### config.mk
export PLATFORM = sky130hd
export DESIGN_NAME = sbox_share_arb
export DESIGN_NICKNAME = d
export VERILOG_FILES = /design/src/rtl/sbox_share_arb.sv
export SDC_FILE = /design/constraint.sdc
export NUM_CORES = 1
export LEC_CHECK = 0
export CAP_MARGIN = 20
export CELL_PAD_IN_SITES_DETAIL_PLACEMENT = 1
export CELL_PAD_IN_SITES_GLOBAL_PLACEMENT = 1
export CORE_ASPECT_RATIO = 0.75
export CORE_MARGIN = 2
export CORE_UTILIZATION = 40
export CTS_BUF_LIST = sky130_fd_sc_hd__clkbuf_2
export DETAILED_ROUTE_END_ITERATION = 16
export GPL_ROUTABILITY_DRIVEN = 0
export GPL_TIMING_DRIVEN = 0
export PLACE_DENSITY_LB_ADDON = 0.1
export RECOVER_POWER = 50
export SYNTH_ARGS = -nofsm -noshare
export SYNTH_HDL_FRONTEND = slang
export SYNTH_SLANG_ARGS = --single-unit
export TNS_END_PERCENT = 10
### constraint.sdc
create_clock -name clk -period 34.3 [get_ports clk]
set_input_delay 6.86 -clock clk [delete_from_list [all_inputs] [get_ports clk]]
set_output_delay 6.86 -clock clk [all_outputs]
set_load 0.03 [all_outputs]
### src/rtl/sbox_share_arb.sv
`default_nettype none
// ============================================================================
// Module   : sbox_share_arb
// Purpose  : Shares one combinational AES forward S-box between NREQ byte
//            requesters. Round-robin arbitration issues at most one lookup per
//            cycle into a single pipeline stage; each lane owns a one-entry
//            response holding register with its own valid/ready handshake.
// Ports    : clk, reset         - clock, asynchronous active-high reset
//            req_valid/ready    - per-lane request handshake (ready is the grant)
//            req_data           - per-lane lookup index, lane i at [8i+7:8i]
//            rsp_valid/ready    - per-lane response handshake
//            rsp_data           - per-lane S-box result, lane i at [8i+7:8i]
//            busy               - lookup in flight or any response held
//            lookup_count       - wrapping count of grants issued
// Revision : 1.0 - initial release
// ============================================================================
module sbox_share_arb #(
  parameter int NREQ = 4,
  parameter int CNTW = 16
) (
  input  logic              clk,
  input  logic              reset,
  input  logic [NREQ-1:0]   req_valid,
  input  logic [8*NREQ-1:0] req_data,
  output logic [NREQ-1:0]   req_ready,
  output logic [NREQ-1:0]   rsp_valid,
  output logic [8*NREQ-1:0] rsp_data,
  input  logic [NREQ-1:0]   rsp_ready,
  output logic              busy,
  output logic [CNTW-1:0]   lookup_count
);

  localparam int                 c_lane_w   = $clog2(NREQ);
  localparam logic [c_lane_w-1:0] c_last_rst = c_lane_w'(NREQ - 1);

  // GF(2^8) multiply modulo x^8 + x^4 + x^3 + x + 1.
  function automatic logic [7:0] gf_mul(input logic [7:0] a, input logic [7:0] b);
    logic [7:0] p;
    logic [7:0] x;
    p = 8'h00;
    x = a;
    for (int i = 0; i < 8; i++) begin
      if (b[i]) p = p ^ x;
      x = {x[6:0], 1'b0} ^ (x[7] ? 8'h1b : 8'h00);
    end
    return p;
  endfunction

  // Forward S-box: multiplicative inverse as x^254 (0 maps to 0), then the
  // affine transform expressed as XOR of byte rotations plus 0x63.
  function automatic logic [7:0] sbox_fwd(input logic [7:0] x);
    logic [7:0] sq;
    logic [7:0] inv;
    sq  = x;
    inv = 8'h01;
    for (int i = 1; i < 8; i++) begin
      sq  = gf_mul(sq, sq);
      inv = gf_mul(inv, sq);
    end
    return inv ^ {inv[6:0], inv[7]} ^ {inv[5:0], inv[7:6]} ^
           {inv[4:0], inv[7:5]} ^ {inv[3:0], inv[7:4]} ^ 8'h63;
  endfunction

  // State
  logic                      s1_valid_q, s1_valid_d;
  logic [7:0]                s1_data_q, s1_data_d;
  logic [c_lane_w-1:0]       s1_lane_q, s1_lane_d;
  logic [c_lane_w-1:0]       last_q, last_d;
  logic [NREQ-1:0]           rsp_valid_q, rsp_valid_d;
  logic [NREQ-1:0][7:0]      hold_q, hold_d;
  logic [CNTW-1:0]           lookup_count_q, lookup_count_d;

  // Combinational
  logic [NREQ-1:0][7:0]      w_req_bytes;
  logic [NREQ-1:0]           w_in_s1;
  logic [NREQ-1:0]           w_eligible;
  logic                      w_gnt_valid;
  logic [c_lane_w-1:0]       w_gnt_lane;
  logic [7:0]                w_sbox_out;

  assign w_req_bytes = req_data;
  assign w_sbox_out  = sbox_fwd(s1_data_q);

  generate
    for (genvar i = 0; i < NREQ; i++) begin : g_lane
      assign w_in_s1[i]    = s1_valid_q && (s1_lane_q == c_lane_w'(i));
      // A full holder only blocks its lane when it is not being popped now.
      assign w_eligible[i] = req_valid[i] && !w_in_s1[i] &&
                             (!rsp_valid_q[i] || rsp_ready[i]);
      assign req_ready[i]  = w_gnt_valid && (w_gnt_lane == c_lane_w'(i));
    end
  endgenerate

  // Round-robin search starting one past the last granted lane.
  always_comb begin
    w_gnt_valid = 1'b0;
    w_gnt_lane  = '0;
    for (int k = 1; k <= NREQ; k++) begin
      if (!w_gnt_valid && w_eligible[c_lane_w'((int'(last_q) + k) % NREQ)]) begin
        w_gnt_valid = 1'b1;
        w_gnt_lane  = c_lane_w'((int'(last_q) + k) % NREQ);
      end
    end
  end

  always_comb begin
    s1_valid_d     = w_gnt_valid;
    s1_data_d      = s1_data_q;
    s1_lane_d      = s1_lane_q;
    last_d         = last_q;
    lookup_count_d = lookup_count_q;
    if (w_gnt_valid) begin
      s1_data_d      = w_req_bytes[w_gnt_lane];
      s1_lane_d      = w_gnt_lane;
      last_d         = w_gnt_lane;
      lookup_count_d = lookup_count_q + CNTW'(1);
    end
    // Refill wins over a simultaneous pop, so valid stays high.
    for (int i = 0; i < NREQ; i++) begin
      rsp_valid_d[i] = w_in_s1[i] || (rsp_valid_q[i] && !rsp_ready[i]);
      hold_d[i]      = w_in_s1[i] ? w_sbox_out : hold_q[i];
    end
  end

  always_ff @(posedge clk or posedge reset) begin
    if (reset) begin
      s1_valid_q     <= 1'b0;
      s1_data_q      <= 8'h00;
      s1_lane_q      <= '0;
      last_q         <= c_last_rst;
      rsp_valid_q    <= '0;
      hold_q         <= '0;
      lookup_count_q <= '0;
    end else begin
      s1_valid_q     <= s1_valid_d;
      s1_data_q      <= s1_data_d;
      s1_lane_q      <= s1_lane_d;
      last_q         <= last_d;
      rsp_valid_q    <= rsp_valid_d;
      hold_q         <= hold_d;
      lookup_count_q <= lookup_count_d;
    end
  end

  assign rsp_valid    = rsp_valid_q;
  assign rsp_data     = hold_q;
  assign busy         = s1_valid_q || (|rsp_valid_q);
  assign lookup_count = lookup_count_q;

endmodule
`default_nettype wire

==> results.tsv, run 1 <==
metric	value	unit
unique cell type count in the Yosys netlist	99	
slowest CP cell	xnor2_1	
CP most frequent cell	clkbuf_1	
Multi-input gate area	16090	sq um
post-DR vias/cell	5.882	
post-synthesis sequential area ratio	8.782	%
max frequency	47.85	MHz
CP Launch Type	flop	
Post-synth ARST share	100.0	%
setup bufs post-CTS	0	
CP Class	flop to flop	
max cap viols	1	
Sequential Area	1629	sq um
Clock Latency Late Sink	520	ps
Slew Limit Fails	33	
Mapped Nets	2439	
synthesized cell area	18550	sq um
drc violations	0	
worst reg-to-reg path cell count	62	
FF-to-FF End	rsp_data[6]	
RSZ-0062 raised after global routing	false	
Worst Path Arrival	21290	ps
violated checks	capacitance limit, slew limit	
drt total wl	68590	microns
antenna-violating nets left	0	
initial core utilization	40.45	%
CP required	34690	ps
number of global-route vias before repair	18060	
endpoint type of the worst setup path	flop	
first-pass iteration count of the detailed router	5	
CP max stage delay	720	ps
crit-path max FO	10	
Gate Count Post-Synth	2389	
row count	68	
Post-Route Skew	24.56	ps
cts bufs inserted	9	
Final Net Count	2551	
Die Height	190.5	microns
largest net degree at the start of global routing	35	
core area	45860	sq um
Worst slew margin	-13.99	%
Filler cells	5673	
CTS H-tree lvls	3	
Final setup viols	0	
layout cells sized above 1	6.824	%
Ant. Diodes	0	
Hold EP	lookup_count[15]	
R2R Setup Slk	13400	ps
Area Overhead vs Synth	9.861	%
r2r startpoint	s1_data_q[0]	
total grt overflow	0	
CTS max path bufs	2	
CTS root buffer	clkbuf_2	
Chip Width	252.7	microns
minimum clock period after layout	20900	ps
PortBufs	98	
number of DRC markers in iteration 0	1273	
dpl hpwl	54620	microns
number of primary I/O pins	99	
hold buffers post-CTS	0	
Post-synth EDFFs	0	
Setup TNS	0	ps
Die ar.	48130	sq um
Main synth FF type	dfrtp_1	
CTS tree	done	
# resized after CTS	0	
initial antenna violation count	1	
syn avg cell area	7.765	sq um
first-pass GRT wire length	107000	microns
vias post-DR	18240	
fin crit share	60.93	%
CTS Sinks	65	
Final Hold Viols	0	
routed len/inst	22.12	microns
hold path depth	1	
yosys warns	0	
Clk pin slew, worst setup/hold paths	200	ps
Total GRT Usage	28.11	%
outcome	complete, but fails checks	
hold path start	lookup_count[15]	
flops & latches, synth	65	
Worst Tran Pin Value	1710	ps
hold crit path type	flop to flop	
==> critical path: cells and delay by family, from the launching register on <==
| family | cells | cell delay [ps] |
|---|---|---|
| flops | 1 | 500 |
| xor+xnor | 16 | 6050 |
| mux | 2 | 500 |
| compound gates | 15 | 3900 |
| buf+inv | 14 | 5530 |
| fa+ha+maj | 4 | 1810 |
| simple gates | 11 | 2440 |
==> sequential cells by signal, summed over array words and instances, names as in the netlist <==
register,cells
rsp_data,32
s1_valid_q,1
last_q,2
rsp_valid,4
s1_lane_q,2
lookup_count,16
s1_data_q,8
==> Yosys cell counts, drive strengths merged, types with 14 or more instances <==
cell type	number	share of area (%)
xnor2	458	24
nor2	303	6.1
nand2	282	5.7
o21ai	149	4.0
xor2	135	7.4
clkbuf	114	2.3
xnor3	91	11
a21oi	89	2.4
nand3	68	1.8
mux2i	64	3.5
dfrtp	63	8.5
nor3	57	1.6
buf	54	1.6
o22ai	28	0.94
a31oi	27	0.91
inv	27	0.55
a211oi	25	1.1
and3	22	0.74
mux2	22	1.3
o211ai	19	0.77
a22oi	16	0.65
xor3	16	2.1
nand2b	15	0.51
o31ai	14	0.57
==> final cells by class <==
cell class	instances	area share, %
inverter	30	0.5526
buffer	168	3.512
tap	595	3.653
timing repair buffer	101	4.905
clock buffer	10	0.2456
clock inverter	6	0.1719
multi-input combinational	2126	78.97
sequential	65	7.994
==> per-stage QoR <==
step / utilization (%) / instances / cell area [sq um] / hold slack, ps / setup slack, ps
2_1_floorplan: - / 2389 / 18550 / 499.1 / 18950
3_3_place_gp: 44.21 / 3082 / 20280 / 459.3 / 13640
3_5_place_dp: 44.27 / 3084 / 20300 / 473.6 / 13330
4_1_cts: 44.46 / 3100 / 20390 / 501.7 / 13250
5_1_grt: 44.44 / 3101 / 20380 / 526.5 / 12100
6_report: 44.44 / 3101 / 20380 / 494.9 / 13400
==> metal layers <==
metal  GRT usage [%]  share of wire [%]
met1           42.69                 50
met2           42.69                 42
met3           4.327                7.1
met4           3.459               0.83
met5               0              0.019
==> how the worst max path moves through the flow <==
| stage | startpoint | to | cells after the start |
|---|---|---|---|
| 2_1_floorplan | rsp_ready[1] | req_ready[2] | 6 |
| 3_3_place_gp | s1_data_q[0] | rsp_data[22] | 61 |
| 3_5_place_dp | s1_data_q[0] | rsp_data[22] | 61 |
| 4_1_cts | s1_data_q[0] | rsp_data[6] | 61 |
| 5_1_grt | s1_data_q[0] | rsp_data[6] | 62 |
| 6_report | s1_data_q[0] | rsp_data[6] | 62 |
==> layout by cell type, fill, tap and decap left out, types with 28 or more instances in the layout <==
cell type,n
xnor2_2,29
a21oi_1,88
dfrtp_1,63
xnor2_1,422
o21ai_0,108
xor2_1,119
xnor3_1,83
clkdlybuf4s50_1,69
nand2_1,282
o22ai_1,28
buf_2,32
o21ai_1,40
clkbuf_1,115
nor2_1,302
nand3_1,68
nor3_1,56
mux2i_1,64
dlygate4sd3_1,29
==> logic make-up (layout without fill, tap and decap cells) <==
| family | after synthesis | count (layout) | synth area share [%] |
|---|---|---|---|
| AND/OR/NAND/NOR | 845 | 845 | 20.13 |
| XOR/XNOR | 700 | 700 | 44.04 |
| AO/OA/AOI/OAI | 486 | 486 | 17.13 |
| buffers and inverters | 198 | 315 | 4.465 |
| multiplexers | 87 | 87 | 4.910 |
| flip-flops | 65 | 65 | 8.782 |
| adder cells (fa/ha/maj) | 8 | 8 | 0.5396 |
Power of run 1 is not shown: default switching activity piles up to over one toggle a cycle in this logic, so the estimate is an artifact.
==> inputs of run 2 (changes only) <==
==> constraint.sdc (replaced) <==
create_clock -name clk -period 19.75 [get_ports clk]
set_input_delay 3.95 -clock clk [delete_from_list [all_inputs] [get_ports clk]]
set_output_delay 3.95 -clock clk [all_outputs]
set_load 0.03 [all_outputs]
==> results.tsv, run 2 (synthesized netlist as in run 1, its figures left out) <==
metric	value	unit
outcome	complete, but fails checks	
violated checks	capacitance limit, slew limit	
Worst slew margin	-15.82	%
total grt overflow	0	
drt total wl	68630	microns
routed len/inst	22.14	microns
Worst Path Arrival	19070	ps
vias post-DR	18180	
commonest non-fill, non-tap cell in the layout	xnor2_1	
max cap viols	1	
Die ar.	48130	sq um
CP Class	flop to flop	
Final Net Count	2550	
initial core utilization	40.45	%
CTS max path bufs	2	
Ant. Diodes	0	
Setup WS pre-CTS	-1220	ps
Final Hold Viols	0	
number of global-route vias before repair	18070	
Filler cells	5649	
Clk pin slew, worst setup/hold paths	200	ps
Post-Route Skew	25.10	ps
Die Height	190.5	microns
antenna-violating nets left	0	
drc violations	0	
CP max stage delay	540	ps
crit-path max FO	10	
core area	45860	sq um
initial antenna violation count	1	
Worst Tran Pin Value	1737	ps
layout cells sized above 1	7.864	%
PortBufs	98	
CTS tree	done	
setup bufs post-CTS	0	
CTS H-tree lvls	3	
hold crit path type	flop to flop	
Slew Limit Fails	33	
minimum clock period after layout	18670	ps
most frequent cells in the layout	413 x xnor2_1, 302 x nor2_1, 282 x nand2_1	
slowest CP cell	nor3_1	
row count	68	
Chip Width	252.7	microns
first-pass GRT wire length	107000	microns
Hold WS	496.5	ps
RSZ-0062 raised after global routing	false	
fin crit share	94.54	%
CTS root buffer	clkbuf_2	
Final setup viols	0	
number of DRC markers in iteration 0	1179	
Largest register FFs	32	
placed cell area	20300	sq um
endpoint type of the worst setup path	flop	
fin area	20540	sq um
Clock Latency Late Sink	520	ps
max frequency	53.56	MHz
CTS Sinks	65	
largest net degree at the start of global routing	35	
Area Overhead vs Synth	10.73	%
number of primary I/O pins	99	
first-pass iteration count of the detailed router	5	
dpl hpwl	54620	microns
Total GRT Usage	28.11	%
post-DR vias/cell	5.865	
hold buffers post-CTS	0	
CP required	20150	ps
CP Launch Type	flop	
CP most frequent cell	xnor2_1	
Final WS setup	1078	ps
cts bufs inserted	9	
==> run 2: path summary, 6_finish.rpt <==
path,start,end,slack (ps),cells past startpoint
worst max-delay path,s1_data_q[0],rsp_data[8],1080,62
worst min-delay path,lookup_count[15],lookup_count[15],500,1
worst max register to register,s1_data_q[0],rsp_data[8],1080,62
worst min register to register,lookup_count[15],lookup_count[15],500,1
max in group asynchronous,reset,s1_data_q[0],13310,3
min in group asynchronous,reset,lookup_count[10],4200,2
==> run 2: repair_timing <==
action / 4_1_cts / 5_1_grt
endpoints found under the hold margin: 0 / 0
pin swaps: 0 / 1
endpoints found under the setup margin: 32 / 32
gates resized for setup: 7 / 34
==> run 2: through the flow <==
| stage | TNS [ps] | util [%] | std cells |
|---|---|---|---|
| detailed placement | -33620 | 44.27 | 3084 |
| finish | 0 | 44.79 | 3100 |
| CTS | 0 | 44.55 | 3100 |
| global placement | -26310 | 44.21 | 3082 |
| floorplan | 0 | - | 2389 |
| global route | 0 | 44.79 | 3100 |
==> run 2: critical path: cells and delay by family (launching register included) <==
| family | cells | cell delay [ps] |
|---|---|---|
| xor+xnor | 20 | 6060 |
| buf+inv | 14 | 4300 |
| simple gates | 12 | 2980 |
| compound gates | 10 | 2150 |
| fa+ha+maj | 4 | 1820 |
| mux | 2 | 720 |
| flops | 1 | 500 |
==> run 2: cell type report <==
type / instances / area (sq um) / area share, %
Clock inverter: 6 / 35.03 / 0.1706
Inverter: 30 / 112.6 / 0.5482
Multi-Input combinational cell: 2126 / 16250 / 79.11
Buffer: 168 / 726.9 / 3.539
Sequential cell: 65 / 1629 / 7.931
Clock buffer: 10 / 50.05 / 0.2436
Tap cell: 595 / 744.5 / 3.624
Timing Repair Buffer: 100 / 992.2 / 4.830
==> run 2: routing by layer <==
layer / share of wire (%) / vias up / global-route usage, %
li1: - / 8505 / -
met1: 50 / 9102 / 42.64
met2: 43 / 521 / 42.73
met3: 6.6 / 52 / 4.327
met4: 0.97 / 2 / 3.459
met5: 0.019 / - / 0
Power of run 2 is left out for the same reason.
